### src/rtl/exp6_unidade_controle.sv
// Moore control unit for the memory-sequence game: replays the stored sequence
// on the LEDs each round, then collects and checks the player's moves.
module exp6_unidade_controle #(
    parameter int SHOW_CYCLES = 25000000,
    parameter int GAP_CYCLES  = 12500000
) (
    input  logic       clock,
    input  logic       reset,
    input  logic       jogar,
    input  logic       jogada_feita,
    input  logic       jogada_correta,
    input  logic       enderecoIgualRodada,
    input  logic       fimL,
    input  logic       timeout,
    output logic       zeraCR,
    output logic       contaCR,
    output logic       zeraE,
    output logic       contaE,
    output logic       limpaRC,
    output logic       registraRC,
    output logic       zeraLeds,
    output logic       registraLeds,
    output logic       contaT,
    output logic       led_selector,
    output logic       pronto,
    output logic       ganhou,
    output logic       perdeu,
    output logic       db_timeout,
    output logic [3:0] db_estado
);

    typedef enum logic [3:0] {
        INICIAL        = 4'd0,
        PREPARACAO     = 4'd1,
        CARREGA_LED    = 4'd2,
        EXIBE_LED      = 4'd3,
        APAGA_LED      = 4'd4,
        PROXIMO_LED    = 4'd5,
        INICIO_JOGADAS = 4'd6,
        ESPERA_JOGADA  = 4'd7,
        REGISTRA       = 4'd8,
        COMPARA        = 4'd9,
        PROXIMA_JOGADA = 4'd10,
        PROXIMA_RODADA = 4'd11,
        FIM_ACERTOU    = 4'd12,
        FIM_ERROU      = 4'd13,
        FIM_TIMEOUT    = 4'd14
    } state_t;

    localparam logic [25:0] SHOW_LAST = 26'(SHOW_CYCLES - 1);
    localparam logic [25:0] GAP_LAST  = 26'(GAP_CYCLES - 1);

    state_t      state_r;
    state_t      next_s;
    logic [25:0] count_r;
    logic        show_done_s;
    logic        gap_done_s;

    assign show_done_s = (count_r == SHOW_LAST);
    assign gap_done_s  = (count_r == GAP_LAST);

    // State register.
    always_ff @(posedge clock or negedge reset) begin
        if (!reset) begin
            state_r <= INICIAL;
        end else begin
            state_r <= next_s;
        end
    end

    // Display counter: times the lit and dark phases of each sequence entry.
    always_ff @(posedge clock or negedge reset) begin
        if (!reset) begin
            count_r <= 26'd0;
        end else begin
            case (state_r)
                CARREGA_LED: count_r <= 26'd0;
                EXIBE_LED:   count_r <= show_done_s ? 26'd0 : count_r + 26'd1;
                APAGA_LED:   count_r <= count_r + 26'd1;
                default:     count_r <= count_r;
            endcase
        end
    end

    // Next-state and Moore output decode.
    always_comb begin
        next_s       = state_r;
        zeraCR       = 1'b0;
        contaCR      = 1'b0;
        zeraE        = 1'b0;
        contaE       = 1'b0;
        limpaRC      = 1'b0;
        registraRC   = 1'b0;
        zeraLeds     = 1'b0;
        registraLeds = 1'b0;
        contaT       = 1'b0;
        led_selector = 1'b0;
        pronto       = 1'b0;
        ganhou       = 1'b0;
        perdeu       = 1'b0;
        db_timeout   = 1'b0;
        case (state_r)
            INICIAL: begin
                if (jogar) next_s = PREPARACAO;
                else       next_s = INICIAL;
            end
            PREPARACAO: begin
                zeraCR   = 1'b1;
                zeraE    = 1'b1;
                limpaRC  = 1'b1;
                zeraLeds = 1'b1;
                next_s   = CARREGA_LED;
            end
            CARREGA_LED: begin
                registraLeds = 1'b1;
                led_selector = 1'b1;
                next_s       = EXIBE_LED;
            end
            EXIBE_LED: begin
                led_selector = 1'b1;
                if (show_done_s) next_s = APAGA_LED;
                else             next_s = EXIBE_LED;
            end
            APAGA_LED: begin
                zeraLeds = 1'b1;
                if (!gap_done_s)              next_s = APAGA_LED;
                else if (enderecoIgualRodada) next_s = INICIO_JOGADAS;
                else                          next_s = PROXIMO_LED;
            end
            PROXIMO_LED: begin
                contaE = 1'b1;
                next_s = CARREGA_LED;
            end
            INICIO_JOGADAS: begin
                zeraE   = 1'b1;
                limpaRC = 1'b1;
                next_s  = ESPERA_JOGADA;
            end
            ESPERA_JOGADA: begin
                contaT = 1'b1;
                // A timeout coinciding with a move still ends the game.
                if (timeout)           next_s = FIM_TIMEOUT;
                else if (jogada_feita) next_s = REGISTRA;
                else                   next_s = ESPERA_JOGADA;
            end
            REGISTRA: begin
                registraRC = 1'b1;
                next_s     = COMPARA;
            end
            COMPARA: begin
                if (!jogada_correta)           next_s = FIM_ERROU;
                else if (!enderecoIgualRodada) next_s = PROXIMA_JOGADA;
                else if (fimL)                 next_s = FIM_ACERTOU;
                else                           next_s = PROXIMA_RODADA;
            end
            PROXIMA_JOGADA: begin
                contaE = 1'b1;
                next_s = ESPERA_JOGADA;
            end
            PROXIMA_RODADA: begin
                contaCR  = 1'b1;
                zeraE    = 1'b1;
                zeraLeds = 1'b1;
                next_s   = CARREGA_LED;
            end
            FIM_ACERTOU: begin
                pronto = 1'b1;
                ganhou = 1'b1;
                if (jogar) next_s = PREPARACAO;
                else       next_s = FIM_ACERTOU;
            end
            FIM_ERROU: begin
                pronto = 1'b1;
                perdeu = 1'b1;
                if (jogar) next_s = PREPARACAO;
                else       next_s = FIM_ERROU;
            end
            FIM_TIMEOUT: begin
                pronto     = 1'b1;
                perdeu     = 1'b1;
                db_timeout = 1'b1;
                if (jogar) next_s = PREPARACAO;
                else       next_s = FIM_TIMEOUT;
            end
            default: begin
                next_s = INICIAL;
            end
        endcase
    end

    assign db_estado = state_r;

endmodule

### config.mk
export PLATFORM = sky130hd
export DESIGN_NAME = exp6_unidade_controle
export DESIGN_NICKNAME = d
export VERILOG_FILES = /design/src/rtl/exp6_unidade_controle.sv
export SDC_FILE = /design/constraint.sdc
export NUM_CORES = 1
export LEC_CHECK = 0
export ABC_AREA = 1
export BUFFER_PORTS_ARGS = -buffer_cell sky130_fd_sc_hd__buf_4
export CORE_MARGIN = 2
export CORE_UTILIZATION = 35
export DETAILED_ROUTE_END_ITERATION = 10
export PLACE_DENSITY = 0.49
export SKIP_LAST_GASP = 1
export SLEW_MARGIN = 20
export SYNTH_ARGS = -nofsm -noshare
export SYNTH_HDL_FRONTEND = slang
export SYNTH_SLANG_ARGS = --single-unit
### constraint.sdc
create_clock -name clock -period 2.84 [get_ports clock]
set_clock_uncertainty 0.15 [all_clocks]
set_input_delay 0.142 -clock clock [delete_from_list [all_inputs] [get_ports clock]]
set_output_delay 0.142 -clock clock [all_outputs]
set_load 0.005 [all_outputs]
==> metrics.csv <==
stage;metric;value;unit
yosys;ys_types;29;
job;cap_violations;0;
placed_design;port_buffers;25;
sta;post-route-min-period;2060;ps
yosys;synthFlopType;dfrtp_1;
worst_setup_path;path_max_fanout;13;
cts;clock-root-buffer;clkbuf_8;
cts;numCtsBuffers;5;
power_and_ir_drop;ir_drop;329;µV
global_route;grt_max_degree;31;
worst_setup_path;endpoint_kind;register;
detailed_routing;via_per_inst;4.96;
yosys;ys_seq_area_share;32.8;%
sta;fin_crit_sh;72.5;%
floorplan;die_area;7200;µm²
cts;clk_pin_slew_worst_paths;70;ps
worst_setup_path;cp_data_arrival_time;2070;ps
final_layout;nets;398;
detailed_routing;final_antenna_net_count;0;
yosys;ys_warn_count;0;
cts;clkSinkCount;30;
yosys;synthArstFlopShare;100;%
floorplan;pin_count;26;
cts;cts_tree;built;
placed_design;placed_area;2550;µm²
sta;worst_pin_slew;397;ps
detailed_routing;initialDrtViolationCount;143;
floorplan;fp-row-count;29;
yosys;syn_avg_cell_area;6.41;µm²
detailed_routing;drt-wirelength-per-cell;13.9;µm
yosys;postSynthNetCount;367;
sta;tns;0;ps
sta;setup_violations;0;
detailed_routing;wirelength;6490;µm
final_layout;drive_gt1_share;14.1;%
detailed_routing;num_vias;2310;
sta;relSlewSlack;73.6;%
final_layout;antenna_cells;0;
min_path;hold_path_class;in2reg;
final_layout;syn_to_final_growth;16.7;%
worst_setup_path;cp_data_required_time;2850;ps
global_route;first_global_vias;2205;
detailed_routing;drc;0;
power_and_ir_drop;p_total;1.46;mW
placed_design;finalWeightedCongestion;0.987;
floorplan;die_y;84.8;µm
sta;grt_setup_unrepaired;false;
final_layout;fin_area;2670;µm²
detailed_routing;dr.pass1.iters;5;
sta;slew_violations;0;
worst_setup_path;critical_path_class;reg2reg;
global_route;grt_pass1_wl;10900;µm
worst_setup_path;regToRegStartpoint;count_r[0]$_DFFE_PN0P_;
cts;clkLatencyLatePin;280;ps
worst_setup_path;crit_path_start;count_r[0]$_DFFE_PN0P_;
min_path;holdCritStartpoint;enderecoIgualRodada;
cts;clockBufferDepth;2;
power_and_ir_drop;leakage;1.28;nW
yosys;synth_edf_count;0;
global_route;grt_overflow;0;
outcome;outcome;finished clean;
floorplan;core;6350;µm²
cts;ctsResizeCount;0;
power_and_ir_drop;p_per_area;547;nW/µm²
floorplan;start_util;36.0;%
cts;htree_levels;2;
sta;final_hold_viol_count;0;
global_route;grt_antenna_before_repair;0;
floorplan;die_x;84.8;µm
worst_setup_path;crit_path_start_kind;register;
sta;fmax;486;MHz
placed_design;hpwl;5200;µm
cts;cts_hold_buf;1;
cts;cts_setup_buffers;0;
yosys;netlist_area;2290;µm²
yosys;ys_ff_latch;30;
yosys;postSynthCellCount;357;
global_route;grt_usage;19.4;%
==> cell usage after synthesis, types with 4 or more instances <==
library cell  number  area share, %
nand4_1            7            1.9
nand2_4            4            2.0
nand3_1           20            4.4
nor2_1            74             12
nor3_1            10            2.2
nor2_2             5            1.4
dfrtp_1           30             33
o21ai_0           12            2.6
inv_1             51            8.4
nand2_1          102             17
xor2_1             9            3.4
o211ai_1           4            1.3
==> registers in the layout, summed over array words and instances (netlist names) <==
signal,count
count_r,26
db_estado,4
==> worst paths after layout <==
kind	endpoint	slack (ps)	cells after the start
min in group asynchronous	count_r[4]$_DFFE_PN0P_	170	2
setup / recovery	count_r[10]$_DFFE_PN0P_	780	10
max in group asynchronous	count_r[13]$_DFFE_PN0P_	2070	2
setup reg to reg	count_r[10]$_DFFE_PN0P_	780	10
hold / removal	db_estado[1]$_DFF_PN0_	30	3
hold reg to reg	count_r[10]$_DFFE_PN0P_	440	3
==> through the flow <==
stage	setup WS, ps	utilization [%]	std cells	hold WS, ps
after floorplan	1150	-	357	-304
after global placement	821	40.1	457	-49.9
after detailed placement	801	40.1	457	-44.2
after CTS	782	42.0	466	3.30
after global routing	665	42.0	466	67.5
final	782	42.0	466	27.1
==> cell usage in the layout (no fill, tap or decap), types with 2 or more instances in the layout <==
cell type  instances
nand2_1          102
nor2_1            74
inv_1             51
dfrtp_1           30
buf_4             25
nand3_1           20
o21ai_0           12
nor3_1            10
xor2_1             9
clkbuf_8           8
nand4_1            7
nor2_2             5
nand2_4            4
o211ai_1           4
inv_2              3
nor2_4             3
nand2_2            3
o21bai_1           3
a21oi_1            2
nand3_2            2
ha_1               2
==> routing by layer <==
metal | vias to the layer above | track usage [%] | share of wire, %
li1 | 1169 | - | -
met1 | 1048 | 29.9 | 48
met2 | 80 | 27.6 | 43
met3 | 13 | 3.31 | 7.2
met4 | 0 | 6.06 | 1.8
met5 | - | 0 | 0
==> cell families after synthesis <==
logic type               after synthesis  synth area share [%]
flip-flops                            30                  32.8
AO/OA/AOI/OAI                         26                  7.06
XOR/XNOR                              10                  3.83
AND/OR/NAND/NOR                      233                  45.4
adder cells (fa/ha/maj)                2                  1.09
buffers and inverters                 56                  9.85
==> worst max-delay path, stage by stage (launching register included) <==
cell and delay, ps:
dfrtp_1 480, ha_1 240, inv_1 60, nor2_2 110, nand2_1 90, nor2_2 160, nand2_2 100, nand2_4 100
nand3_4 110, inv_2 220, nor2_1 90
==> power by group <==
group	internal, mW	leakage [nW]	switching (mW)	total (mW)
Sequential	0.460	0.411	0.0572	0.518
Clock	0.245	0.0575	0.170	0.415
Combinational	0.181	0.809	0.345	0.527
==> area by class of cell <==
class	instances	area (µm²)
inverter	54	203
multi-input combinational	271	1310
sequential	30	751
fill	687	3680
tap	77	96.3
timing repair buffer	26	198
clock buffer	8	110
Power figures use the tool's default switching activity.
